<file path="src/rtl/icb_mst_pkg.sv">
// Shared constants, state encodings and command payload for the ICB master port.
package icb_mst_pkg;

  localparam int unsigned ICB_AW          = 32;
  localparam int unsigned ICB_DW          = 32;
  localparam int unsigned DEF_TIMEOUT_CYC = 256;

  localparam logic [1:0] ST_IDLE = 2'd0;
  localparam logic [1:0] ST_CMD  = 2'd1;
  localparam logic [1:0] ST_RSP  = 2'd2;

  typedef struct packed {
    logic              read;
    logic [ICB_AW-1:0] addr;
    logic [ICB_DW-1:0] wdata;
  } icb_cmd_t;

endpackage

</file>
<file path="src/rtl/icb_master_port_if.sv">
// ICB command/response channel bundle with initiator and target views.
interface icb_master_port_if;
  import icb_mst_pkg::*;

  logic              cmd_valid;
  logic              cmd_ready;
  logic [ICB_AW-1:0] cmd_addr;
  logic              cmd_read;
  logic [ICB_DW-1:0] cmd_wdata;
  logic              rsp_valid;
  logic              rsp_ready;
  logic [ICB_DW-1:0] rsp_rdata;
  logic              rsp_err;

  modport master (
    output cmd_valid, cmd_addr, cmd_read, cmd_wdata, rsp_ready,
    input  cmd_ready, rsp_valid, rsp_rdata, rsp_err
  );

  modport slave (
    input  cmd_valid, cmd_addr, cmd_read, cmd_wdata, rsp_ready,
    output cmd_ready, rsp_valid, rsp_rdata, rsp_err
  );

endinterface

</file>
<file path="src/rtl/icb_mst_timer.sv">
// Saturating response timer; expired_c flags that the allowed window has run out.
module icb_mst_timer #(
  parameter int unsigned CNT_W       = 16,
  parameter int unsigned TIMEOUT_CYC = 256
) (
  input  logic clk,
  input  logic rst_n,
  input  logic clr,
  input  logic en,
  output logic expired_c
);

  localparam logic [CNT_W-1:0] LIMIT = CNT_W'(TIMEOUT_CYC - 1);

  logic [CNT_W-1:0] count;

  always_ff @(posedge clk or negedge rst_n) begin
    if (!rst_n) begin
      count <= '0;
    end else if (clr) begin
      count <= '0;
    end else if (en && (count != '1)) begin
      count <= count + CNT_W'(1);
    end
  end

  assign expired_c = (count >= LIMIT);

endmodule

</file>
<file path="src/rtl/icb_master_port.sv">
// Single-outstanding ICB initiator: local request/done handshake to ICB cmd/rsp,
// with response timeout and a saturating count of responses seen while idle.
module icb_master_port
  import icb_mst_pkg::*;
#(
  parameter int unsigned TIMEOUT_CYC = DEF_TIMEOUT_CYC,
  parameter int unsigned CNT_W       = 16,
  parameter int unsigned STRAY_W     = 8
) (
  input  logic               clk,
  input  logic               rst_n,
  input  logic               req_valid,
  output logic               req_ready,
  input  logic               req_read,
  input  logic [ICB_AW-1:0]  req_addr,
  input  logic [ICB_DW-1:0]  req_wdata,
  output logic               done_valid,
  output logic [ICB_DW-1:0]  done_rdata,
  output logic               done_err,
  icb_master_port_if.master  icb,
  output logic [STRAY_W-1:0] stray_cnt,
  output logic               busy
);

  logic [1:0]        state, state_nxt;
  icb_cmd_t          cmd_q;
  logic              cmd_valid_q, cmd_valid_nxt;
  logic              req_ready_nxt;
  logic              done_valid_nxt, done_err_nxt;
  logic [ICB_DW-1:0] done_rdata_nxt;
  logic              accept_c;
  logic              expired_c;

  assign accept_c = req_valid & req_ready;
  assign busy     = (state != ST_IDLE);

  icb_mst_timer #(
    .CNT_W       (CNT_W),
    .TIMEOUT_CYC (TIMEOUT_CYC)
  ) u_timer (
    .clk       (clk),
    .rst_n     (rst_n),
    .clr       (accept_c),
    .en        (busy),
    .expired_c (expired_c)
  );

  // Next state and completion; a response in the timeout cycle takes priority.
  always_comb begin
    state_nxt      = state;
    cmd_valid_nxt  = cmd_valid_q;
    done_valid_nxt = 1'b0;
    done_err_nxt   = 1'b0;
    done_rdata_nxt = '0;
    case (state)
      ST_IDLE: begin
        if (accept_c) begin
          state_nxt     = ST_CMD;
          cmd_valid_nxt = 1'b1;
        end
      end
      ST_CMD: begin
        if (icb.cmd_ready && icb.rsp_valid) begin
          state_nxt      = ST_IDLE;
          cmd_valid_nxt  = 1'b0;
          done_valid_nxt = 1'b1;
          done_err_nxt   = icb.rsp_err;
          done_rdata_nxt = (cmd_q.read && !icb.rsp_err) ? icb.rsp_rdata : '0;
        end else if (expired_c) begin
          state_nxt      = ST_IDLE;
          cmd_valid_nxt  = 1'b0;
          done_valid_nxt = 1'b1;
          done_err_nxt   = 1'b1;
        end else if (icb.cmd_ready) begin
          state_nxt     = ST_RSP;
          cmd_valid_nxt = 1'b0;
        end
      end
      ST_RSP: begin
        if (icb.rsp_valid) begin
          state_nxt      = ST_IDLE;
          done_valid_nxt = 1'b1;
          done_err_nxt   = icb.rsp_err;
          done_rdata_nxt = (cmd_q.read && !icb.rsp_err) ? icb.rsp_rdata : '0;
        end else if (expired_c) begin
          state_nxt      = ST_IDLE;
          done_valid_nxt = 1'b1;
          done_err_nxt   = 1'b1;
        end
      end
      default: begin
        state_nxt     = ST_IDLE;
        cmd_valid_nxt = 1'b0;
      end
    endcase
    req_ready_nxt = (state_nxt == ST_IDLE);
  end

  always_ff @(posedge clk or negedge rst_n) begin
    if (!rst_n) begin
      state       <= ST_IDLE;
      cmd_q       <= '0;
      cmd_valid_q <= 1'b0;
      req_ready   <= 1'b0;
      done_valid  <= 1'b0;
      done_rdata  <= '0;
      done_err    <= 1'b0;
    end else begin
      state       <= state_nxt;
      cmd_valid_q <= cmd_valid_nxt;
      req_ready   <= req_ready_nxt;
      done_valid  <= done_valid_nxt;
      done_rdata  <= done_rdata_nxt;
      done_err    <= done_err_nxt;
      if (accept_c) begin
        cmd_q <= '{read: req_read, addr: req_addr, wdata: req_wdata};
      end
    end
  end

  // Responses arriving with nothing outstanding are swallowed and counted.
  always_ff @(posedge clk or negedge rst_n) begin
    if (!rst_n) begin
      stray_cnt <= '0;
    end else if ((state == ST_IDLE) && icb.rsp_valid && (stray_cnt != '1)) begin
      stray_cnt <= stray_cnt + STRAY_W'(1);
    end
  end

  assign icb.cmd_valid = cmd_valid_q;
  assign icb.cmd_addr  = cmd_q.addr;
  assign icb.cmd_read  = cmd_q.read;
  assign icb.cmd_wdata = cmd_q.wdata;
  assign icb.rsp_ready = 1'b1;

endmodule

</file>
<file path="src/flat_wrapper.sv">
// flat-port wrapper written by rule: the top's interface ports become plain ports
module icb_master_port_flat import icb_mst_pkg::*;
#(
  parameter int unsigned TIMEOUT_CYC = DEF_TIMEOUT_CYC,
  parameter int unsigned CNT_W       = 16,
  parameter int unsigned STRAY_W     = 8
)
  (clk, rst_n, req_valid, req_ready, req_read, req_addr, req_wdata, done_valid, done_rdata, done_err, stray_cnt, busy, icb_cmd_valid, icb_cmd_addr, icb_cmd_read, icb_cmd_wdata, icb_rsp_ready, icb_cmd_ready, icb_rsp_valid, icb_rsp_rdata, icb_rsp_err);
  icb_master_port_if icb_i ();
  input  logic clk;
  input  logic rst_n;
  input  logic req_valid;
  output logic req_ready;
  input  logic req_read;
  input  logic [ICB_AW-1:0] req_addr;
  input  logic [ICB_DW-1:0] req_wdata;
  output logic done_valid;
  output logic [ICB_DW-1:0] done_rdata;
  output logic done_err;
  output logic [STRAY_W-1:0] stray_cnt;
  output logic busy;
  output wire logic [$bits(icb_i.cmd_valid)-1:0] icb_cmd_valid;
  output wire logic [$bits(icb_i.cmd_addr)-1:0] icb_cmd_addr;
  output wire logic [$bits(icb_i.cmd_read)-1:0] icb_cmd_read;
  output wire logic [$bits(icb_i.cmd_wdata)-1:0] icb_cmd_wdata;
  output wire logic [$bits(icb_i.rsp_ready)-1:0] icb_rsp_ready;
  input wire logic [$bits(icb_i.cmd_ready)-1:0] icb_cmd_ready;
  input wire logic [$bits(icb_i.rsp_valid)-1:0] icb_rsp_valid;
  input wire logic [$bits(icb_i.rsp_rdata)-1:0] icb_rsp_rdata;
  input wire logic [$bits(icb_i.rsp_err)-1:0] icb_rsp_err;
  assign icb_cmd_valid = icb_i.cmd_valid;
  assign icb_cmd_addr = icb_i.cmd_addr;
  assign icb_cmd_read = icb_i.cmd_read;
  assign icb_cmd_wdata = icb_i.cmd_wdata;
  assign icb_rsp_ready = icb_i.rsp_ready;
  assign icb_i.cmd_ready = icb_cmd_ready;
  assign icb_i.rsp_valid = icb_rsp_valid;
  assign icb_i.rsp_rdata = icb_rsp_rdata;
  assign icb_i.rsp_err = icb_rsp_err;
  icb_master_port #(.TIMEOUT_CYC(TIMEOUT_CYC), .CNT_W(CNT_W), .STRAY_W(STRAY_W)) u_core (.clk(clk), .rst_n(rst_n), .req_valid(req_valid), .req_ready(req_ready), .req_read(req_read), .req_addr(req_addr), .req_wdata(req_wdata), .done_valid(done_valid), .done_rdata(done_rdata), .done_err(done_err), .icb(icb_i), .stray_cnt(stray_cnt), .busy(busy));
endmodule
</file>
<file path="config.mk">
export PLATFORM = sky130hd
export DESIGN_NAME = icb_master_port_flat
export DESIGN_NICKNAME = d
export VERILOG_FILES = /design/src/rtl/icb_mst_pkg.sv /design/src/rtl/icb_master_port_if.sv /design/src/rtl/icb_mst_timer.sv /design/src/rtl/icb_master_port.sv /design/src/flat_wrapper.sv
export SDC_FILE = /design/constraint.sdc
export NUM_CORES = 1
export LEC_CHECK = 0
export BUFFER_PORTS_ARGS = -buffer_cell sky130_fd_sc_hd__buf_2
export CAP_MARGIN = 40
export CORE_MARGIN = 1
export CORE_UTILIZATION = 30
export DETAILED_ROUTE_END_ITERATION = 8
export PLACE_DENSITY_LB_ADDON = 0.08
export SETUP_SLACK_MARGIN = 0.4
export SYNTH_ARGS = -nofsm -noshare
export SYNTH_HDL_FRONTEND = slang
export SYNTH_SLANG_ARGS = --single-unit
</file>
<file path="constraint.sdc">
create_clock -name clk -period 1.9 [get_ports clk]
set_input_delay 0.57 -clock clk [delete_from_list [all_inputs] [get_ports clk]]
set_output_delay 0.57 -clock clk [all_outputs]
set_load 0.02 [all_outputs]
</file>
After elaboration in Yosys (flattened, before gate mapping):

Cells that the tools add are included.

* flip-flop bits (word level): 127
* input port bits: 103
* output and inout bits: 111
* logic and storage cells: 58

* add/sub/neg operators: 2
* $lt $le $gt $ge: 1
* equality and inequality tests: 6
* mux-type cells: 25
* bitwise gates (word level): 2
* reductions and logical operators: 11

Operator list (count)
* two-way mux 32 bit: 3
* case mux 32 bit (2 select lines): 1
* two-way mux 16 bit: 2
* adder 16 x 1 -> 16 bit (second input constant): 1
* greater-or-equal comparator 16 x 8 -> 1 bit (second input constant): 1
* != test 16 bit (second input constant): 1
* two-way mux 2 bit: 6
* two-way mux 1 bit: 9
* adder 8 x 1 -> 8 bit (second input constant): 1
* != test 8 bit (second input constant): 1
* case mux 2 bit (3 select lines): 1
* logical AND 1 bit: 5
* logical NOT 2 bit: 2
* != test 4 x 2 -> 1 bit (second input constant): 1
* case mux 1 bit (2 select lines): 2
* nonzero test 2 bit: 2
* case mux 1 bit (3 select lines): 1
* AND reduction 3 bit: 1
* equality test 2 x 1 -> 1 bit (second input constant): 1
* equality test 2 bit (second input constant): 1
* != test 2 x 1 -> 1 bit (second input constant): 1
* bitwise AND 1 bit: 1
* logical NOT 1 bit: 1
* inverter 1 bit: 1

Depth between registers and ports, before layout:

Gate-level depths: netlist of the first run.

* word-level depth: 5
* depth in mapped cells: 7
* mapped depth without buffers: 6

Modules after synthesis:

A second synthesis of the first run with hierarchy kept.

* cell total of the unflattened synthesis: 374
* area, all modules: 5112.4 um^2

Modules (own cells, without submodules)
* icb_master_port: instances 1, cells each 279, area each 4194.0 um^2, sequential area each 2777.7 um^2
* icb_mst_timer: instances 1, cells each 95, area each 918.4 um^2, sequential area each 400.4 um^2

Least setup slack after synthesis of the first run:

No wires, ideal clock.

* path kind: register to register
* start: reg u_core.state[0]
* end: reg u_core.u_timer.count[9]
* setup time: 83 ps
* data arrival time: 1895 ps
* required time: 1817 ps
* path slack: -77 ps
* cell stages (with the launch flop): 7
* path buffers: 0
* period minus slack after synthesis: 1977 ps
* cell sequence: dfrtp_1 > inv_1 > ha_1 > nand4b_2 > or4_1 > or4_1 > o21ai_0

* word-level cells in the longest chain between the ends: 3

RTL lines
* start: declaration: RTL line icb_master_port.sv:25 `logic [1:0] state, state_nxt;`
* start signal: assignment: RTL line icb_master_port.sv:109 `state <= state_nxt;`
* nonzero test 2 bit: RTL line icb_master_port.sv:35 `assign busy = (state != ST_IDLE);`
* logical AND 1 bit: RTL line icb_mst_timer.sv:22 `end else if (en && (count != '1)) begin`
* nonzero test 2 bit (no source line)
* end signal: assignment: RTL line icb_mst_timer.sv:23 `count <= count + CNT_W'(1);`
* end: declaration: RTL line icb_mst_timer.sv:15 `logic [CNT_W-1:0] count;`

No other way between the ends.
A chain may end at the register's enable or synchronous reset.

Worst setup path after layout of the first run:

* start: reg u_core.state[1]
* end: reg u_core.u_timer.count[9]

Same word-level chain as after synthesis.

==> summary.md, run 1 <==
| Metric | Value |
|---|---|
| Post-synth cell types | between 40 and 50 |
| Critical path class | reg2reg |
| Fin worst setup slack | about 0.054 ns |
| RSZ-0062 raised after global routing | true |
| Max-cap viol count | 0 |
| Remaining Overflow, GRT | 0 |
| Main flop type after synthesis | dfrtp_1 |
| Post-synth top area share | approximately three fifths |
| Crit path max fanout | 2 |
| Cell taking the most area after synthesis | dfrtp_1 |
| I/O pin cnt | roughly 210 |
| Post-synth EDFFs | 0 |
| Top post-synthesis cells by area | dfrtp_1, nand2_1, and2_1 |
| Wire length per cell | approximately 14 µm |
| Fmax | between 500 and 600 MHz |
| Initial antenna violation count | 1 |
| Post-synth top cells | nand2_1, dfrtp_1, and2_1, clkbuf_1, nor2_1 |
| Starting density of the core | approximately 31% |
| CTS tree | done |
| Arrival @ worst endpoint | between 2 and 2.5 ns |
| Root Buffer | clkbuf_16 |
| Cell count after synthesis | about 520 |
| Met1 Track Usage GR | 20.2% |
| Global-route total usage across every layer | around 17% |
| Die X-Extent | 133 µm |
| Worst-skew pair later-pin latency | 0.42 ns |
| Routed via count | 4800 |
| Fin crit share | slightly below 100% |
| Nets@finish | 932 |
| Post-route minimum period | around 1.8 ns |
| WL final | approximately 15000 µm |
| Status | finished clean |
| Power Total | between 0.01 and 0.015 W |
| Util after Layout | 53.7% |
| CORE AREA | about 17000 µm² |
| Via density | roughly 4.5 |
| Number of global-route vias before repair | ~4800 |
| Most common cell in the synthesized netlist | nand2_1 |
| Post-synthesis instance area | a little over 5000 µm² |
| Net Count, Synth | approximately 630 |
| Htree depth | 4 |
| DRT iter0 DRCs | 130 |
| Met3 Use GR | around 7.0% |
| Leakage | around 4.6 nW |
| # fillers | ~1500 |
| Final Slew Violations | 0 |
| Register bit total from synthesis | approximately 130 |
| CTS Buf Count | 17 |
| Post-synthesis sequential area ratio | 61.9% |
| Setup WS pre-CTS | roughly 0.10 ns |
| HP Class | in2async |
| CP required | around 2.2 ns |
| Hold slack final | 0.162 ns |
| Worst vdd ir | 0.000690 V |
| CP Capture Type | flip-flop |
| Met2 GRT Util | between 20% and 30% |
| Post-synth ARST share | 100% |
| RePlAce Congestion | 0.778 |
| Yosys warnings | 0 |
| Die area | around 18000 µm² |
| Final Hold Violating Endpoints | 0 |
| Global routing's busiest layer | met2 |
| CP Launch Type | flip-flop |
| Synthesis-to-layout area growth | 74.1% |
| Num rows | 47 |
| Reg clk slew, reported paths | 0.06 ns |
| First-pass GRT wire length | roughly 24000 µm |
| Clk buf depth | 2 |
| Final antenna-violating net count | 0 |
| Clk sink count | roughly 130 |
| Die Ht | between 100 and 150 µm |
| Final Skew | 0.0102 ns |
| Layout cell share with drive strength beyond 1 | about half |
| DP HPWL | approximately 9000 µm |
| Post-CTS Hold Buffers | 0 |
| DRC | 0 |
| Largest net degree at the start of global routing | 66 |
| I/O Buffers | about 210 |
| Drt pass-1 iters | 5 |
| Final setup viols | 0 |
| Pwr Density | around 1500 nW/µm² |
| Syn_area_per_cell | approximately 10 µm² |
-- final timing paths --
kind | start | endpoint | slack (ns) | cells past startpoint
min in group clk | req_wdata[29] | u_core.icb.cmd_wdata[29] | 0.34 | 3
worst min-delay path | rst_n | u_core.icb.cmd_wdata[1] | 0.16 | 2
worst max register to register | u_core.state[1] | u_core.u_timer.count[9] | 0.05 | 7
worst max-delay path | u_core.state[1] | u_core.u_timer.count[9] | 0.05 | 7
max in group asynchronous | rst_n | u_core.req_ready | 1.40 | 2
worst min register to register | u_core.icb.cmd_addr[30] | u_core.icb.cmd_addr[30] | 0.49 | 2
-- placed cells by master (no fill, tap or decap), drive strengths merged, types with 3 or more instances in the layout --
| cell | synthesis | routed |
|---|---|---|
| buf | 8 | 305 |
| nand2 | 213 | 213 |
| dfrtp | 127 | 127 |
| and2 | 34 | 34 |
| clkbuf | 17 | 23 |
| nor2 | 13 | 13 |
| a21oi | 10 | 10 |
| o21ai | 9 | 9 |
| nor3 | 8 | 8 |
| nand3 | 8 | 8 |
| nand4 | 6 | 6 |
| nor4 | 6 | 6 |
| ha | 6 | 6 |
| o211ai | 4 | 4 |
| xor2 | 4 | 4 |
| bufinv | 0 | 4 |
| or3 | 4 | 4 |
| inv | 5 | 4 |
| clkinvlp | 0 | 3 |
| a31oi | 3 | 3 |
| a311oi | 3 | 3 |
| or4 | 3 | 3 |
| xnor2 | 3 | 3 |
| clkinv | 0 | 3 |
-- routing by layer --
metal	share of wire (%)	wire, µm
met3	8.3	1270
met4	0.91	139
met5	0	0
met2	50	7660
met1	41	6200
-- cell type report --
class	count	area (µm²)	share of cell area [%]
sequential	127	3190	35.7
timing repair buffer	305	2550	28.5
multi-input combinational	367	2270	25.4
clock buffer	23	468	5.23
tap	220	275	3.08
clock inverter	9	158	1.76
inverter	5	22.5	0.252
antenna	1	2.50	0.0280
-- report_power, final --
part / total [W] / internal (W) / switching [W] / leakage (nW)
registers: 0.00416 / 0.00354 / 0.000620 / 1.63
logic: 0.00622 / 0.00324 / 0.00299 / 2.70
clock network: 0.00347 / 0.00227 / 0.00120 / 0.298
total: 0.0139 / 0.00904 / 0.00481 / 4.62
-- cell families after synthesis --
family | share of synthesized area [%]
xor gates and xnor gates | 1.19
DFF | 61.9
and+or+nand+nor | 25.9
adders and majority gates | 1.46
muxes | 0.195
buffers and inverters | 2.29
other | 0.0730
AOI/OAI and AO/OA | 6.99
-- timing repair --
action                     CTS  global route
setup endpoints to repair  167           171
pin swaps                   28            24
setup buffers               38            35
gates cloned                 4             0
resized for setup          272            73
-- state kept, by name (all words and copies together), names as in the netlist --
name and cells:
u_core.req_ready 1, u_core.state 2, u_core.done_valid 1, u_core.icb.cmd_addr 32, u_core.icb.cmd_valid 1, u_core.done_rdata 32
u_core.stray_cnt 8, u_core.icb.cmd_read 1, u_core.done_err 1, u_core.u_timer.count 16, u_core.icb.cmd_wdata 32
-- through the flow --
stage / setup TNS (ns) / cell area [µm²] / std cells
after CTS: 0 / 8440 / 1021
after floorplan: 0 / 5220 / 524
after global placement: 0 / 6610 / 947
after detailed placement: 0 / 6610 / 947
after global routing: -0.0322 / 8940 / 1057
final: 0 / 8940 / 1057
-- critical path, cell delays in order, from the launching register on --
cell and delay [ns]:
dfrtp_1 0.35, inv_2 0.06, ha_4 0.17, buf_6 0.11, nand4b_4 0.16, or4_4 0.43
or4_1 0.40, o21ai_1 0.08
Power figures use the tool's default switching activity.
==> run 2: changes to the inputs <==
--- a/config.mk
+++ b/config.mk
@@ -14,4 +14,5 @@
 export SETUP_SLACK_MARGIN = 0.4
 export SYNTH_ARGS = -nofsm -noshare
 export SYNTH_HDL_FRONTEND = slang
+export SYNTH_HIERARCHICAL = 1
 export SYNTH_SLANG_ARGS = --single-unit
==> summary.md, run 2 <==
| Metric | Value |
|---|---|
| Status | finished with violations (was finished clean) |
| Failing checks | negative setup slack |
| Num rows | 47 (unchanged) |
| Final Slew Violations | 0 (unchanged) |
| Worst-skew pair later-pin latency | 0.41 ns (was 0.42 ns) |
| Most common cell in the synthesized netlist | dfrtp_1 (was nand2_1) |
| Top post-synthesis cells by area | dfrtp_1, mux2_2, and2_1 (was dfrtp_1, nand2_1, and2_1) |
| Die area | 17600 µm² (about the same) |
| Nets@finish | 791 (was 932) |
| Routed via count | 4185 (was 4800) |
| Critical path class | reg2reg (unchanged) |
| Post-synthesis compound-gate area fraction | 5.75% (was 6.99%) |
| Wire length per cell | 16.0 µm (was 14.4 µm) |
| First-pass GRT wire length | 22900 µm (was 24000 µm) |
| CP Launch Type | flip-flop (unchanged) |
| Cell count after synthesis | 374 (was 524) |
| # diodes | 0 (was 1) |
| CP required | 2.24 ns (about the same) |
| Power Total | 0.0132 W (was 0.0139 W) |
| Die Ht | 133 µm (about the same) |
| Main flop type after synthesis | dfrtp_1 (unchanged) |
| Fin crit share | 101% (was 97.2%) |
| Number of global-route vias before repair | 4548 (was 4804) |
| Crit path max fanout | 7 (was 2) |
| Via density | 4.57 (was 4.54) |
| I/O pin cnt | 214 (unchanged) |
| Leakage | 4.17 nW (was 4.62 nW) |
| Post-synth ARST share | 100% (unchanged) |
| Clk sink count | 127 (unchanged) |
| Reg clk slew, reported paths | 0.06 ns (about the same) |
| Post-synthesis sequential area ratio | 62.2% (was 61.9%) |
| Util after Layout | 53.4% (was 53.7%) |
| Commonest non-fill, non-tap cells in the layout | buf_6, dfrtp_1, buf_2, buf_4, mux2_2 (was nand2_1, buf_6, dfrtp_1, buf_2, buf_4) |
| DRT iter0 DRCs | 99 (was 130) |
| Post-route minimum period | 1.92 ns (was 1.85 ns) |
| Final Hold Violating Endpoints | 0 (unchanged) |
| Synthesis-to-layout area growth | 73.2% (was 74.1%) |
| Main combinational cell family by area after synthesis | multiplexers (was simple AND/OR/NAND/NOR gates) |
| Clk buf depth | 2 (unchanged) |
| Post-synthesis instance area | 5110 µm² (was 5130 µm²) |
| Post-synth cell types | 48 (was 47) |
| Synth Area in Adders | 1.47% (was 1.46%) |
| Max incr delay on CP | 0.48 ns (was 0.43 ns) |
| Fin worst setup slack | -0.0217 ns (was 0.0535 ns) |
| Critical path's top delay family | simple AND/OR/NAND/NOR gates (unchanged) |
| Net Count, Synth | 483 (was 633) |
| Xor/xnor share of the synthesized area | 1.03% (was 1.19%) |
| Htree depth | 4 (unchanged) |
| Post-synth top area share | 62.2% (was 61.9%) |
| WL final | 14700 µm (was 15300 µm) |
| CTS Buf Count | 17 (unchanged) |
| Root Buffer | clkbuf_16 (unchanged) |
| Largest net degree at the start of global routing | 67 (was 66) |
| Global-route total usage across every layer | 16.7% (was 17.3%) |
| RePlAce Congestion | 0.753 (was 0.778) |
| Max-cap viol count | 0 (unchanged) |
| CORE AREA | 16600 µm² (about the same) |
| DRC | 0 (unchanged) |
| Drt pass-1 iters | 4 (was 5) |
| Starting density of the core | 30.8% (was 30.9%) |
| Simple-gate share of the synthesized area | 12.1% (was 25.9%) |
| Register bit total from synthesis | 127 (unchanged) |
| Cell taking the most area after synthesis | dfrtp_1 (unchanged) |
| Final Skew | 0.00611 ns (was 0.0102 ns) |
| Layout cell share with drive strength beyond 1 | 70.2% (was 51.8%) |
| Fmax | 520 MHz (was 542 MHz) |
| Setup WS pre-CTS | -0.0643 ns (was 0.100 ns) |
| Initial antenna violation count | 0 (was 1) |
| HP Class | in2async (unchanged) |
| Mux cell area share after synthesis | 14.7% (was 0.195%) |
| Setup_tns | -0.0662 ns (was 0 ns) |
| # fillers | 1437 (was 1525) |
| CTS tree | done (unchanged) |
| Commonest non-fill, non-tap cell in the layout | buf_6 (was nand2_1) |
| Post-synth top cells | dfrtp_1, mux2_2, and2_1, a21oi_1 (was nand2_1, dfrtp_1, and2_1, clkbuf_1, nor2_1) |
| Pwr Density | 1500 nW/µm² (was 1550 nW/µm²) |
| Die X-Extent | 133 µm (about the same) |
| Post-synth EDFFs | 0 (unchanged) |
| Crit-path slowest cell | or4_1 (was or4_4) |
| Arrival @ worst endpoint | 2.26 ns (was 2.18 ns) |
| DP HPWL | 8970 µm (was 9260 µm) |
| Yosys warnings | 6 (was 0) |
| CP Buf/Inv Count | 2 (unchanged) |
| RSZ-0062 raised after global routing | true (unchanged) |
| Final setup viols | 4 (was 0) |
| Remaining Overflow, GRT | 0 (unchanged) |
| Syn_area_per_cell | 13.7 µm² (was 9.80 µm²) |
| Worst vdd ir | 0.000746 V (was 0.000690 V) |
| Cells along the critical path | inv_2, ha_4, clkinv_4, nand4_1, or3_4, or4_1, a21oi_1 (was inv_2, ha_4, buf_6, nand4b_4, or4_4, or4_1, o21ai_1) |
| CP Capture Type | flip-flop (unchanged) |
| I/O Buffers | 212 (unchanged) |
| Final antenna-violating net count | 0 (unchanged) |
run 2: cell count changes after synthesis, moves of 4 or more:
cell,delta
buf_1,-6
buf_2,+6
buf_6,+4
clkbuf_1,-16
mux2_2,+66
nand2_1,-203
nand4_1,+4
nor2_1,-4
nor3_1,-5
o31ai_1,+4
run 2: layer usage:
metal  GRT usage (%)  share of wire, %  vias to the layer above
li1                -                 -                     1949
met1            18.1                38                     2078
met2            29.5                53                      144
met3            7.01               7.7                       14
met4            5.43               1.2                        0
met5               0                 0                        -
run 2: final cells by class:
cell class | count | area (µm²) | share of cell area [%]
flip-flops and latches | 127 | 3180 | 36.0
repair buffers | 304 | 2650 | 30.0
multi-input cells | 224 | 2120 | 24.0
clock buffers | 18 | 439 | 4.96
well taps | 220 | 275 | 3.11
clock inverters | 14 | 143 | 1.61
inverters | 8 | 37.5 | 0.424
run 2: logic make-up (layout without fill, tap and decap cells):
kind of cell / count (synthesis) / after routing
XOR/XNOR: 6 / 6
other: 1 / 1
AO/OA/AOI/OAI: 45 / 45
multiplexers: 67 / 67
AND/OR/NAND/NOR: 99 / 99
adder cells (fa/ha/maj): 6 / 6
buffers and inverters: 23 / 344
flip-flops: 127 / 127
run 2: worst register-to-register path, stage by stage, from the launching register on:
cell and delay [ns]:
dfrtp_1 0.38, inv_2 0.07, ha_4 0.17, clkinv_4 0.04, nand4_1 0.12, or3_4 0.46
or4_1 0.48, a21oi_1 0.13
run 2: power by group:
| part | internal [W] | total, W | switching (W) |
|---|---|---|---|
| sequential | 0.00356 | 0.00418 | 0.000620 |
| clock | 0.00196 | 0.00317 | 0.00121 |
| combinational | 0.00330 | 0.00589 | 0.00258 |
run 2: worst paths after layout:
| path | from | end | slack [ns] | depth (start not counted) |
|---|---|---|---|---|
| min reg2reg | u_core/icb.cmd_addr[15] | u_core/icb.cmd_addr[15] | 0.53 | 1 |
| max | u_core/state[0] | u_core/u_timer/count[13] | -0.02 | 7 |
| min | rst_n | u_core/icb.cmd_addr[8] | 0.16 | 2 |
| min in group clk | icb_rsp_rdata[21] | u_core/done_rdata[21] | 0.38 | 2 |
| max reg2reg | u_core/state[0] | u_core/u_timer/count[13] | -0.02 | 7 |
| max in group asynchronous | rst_n | u_core/u_timer/count[8] | 1.39 | 2 |
run 2: what timing repair did:
| action | 4_1_cts | 5_1_grt |
|---|---|---|
| hold buffers | 0 | 0 |
| setup endpoints to repair | 168 | 200 |
| pin swaps | 31 | 29 |
| gates resized for setup | 297 | 35 |
| gates cloned | 3 | 1 |
| buffers inserted | 41 | 21 |
run 2: stage by stage:
stage                     instance area (µm²)  hold WS, ns  instances
after floorplan                          5150        0.274        374
after global placement                   6620        0.484        817
after detailed placement                 6620        0.490        817
after CTS                                8530        0.185        893
after global routing                     8850        0.193        915
final                                    8850        0.165        915
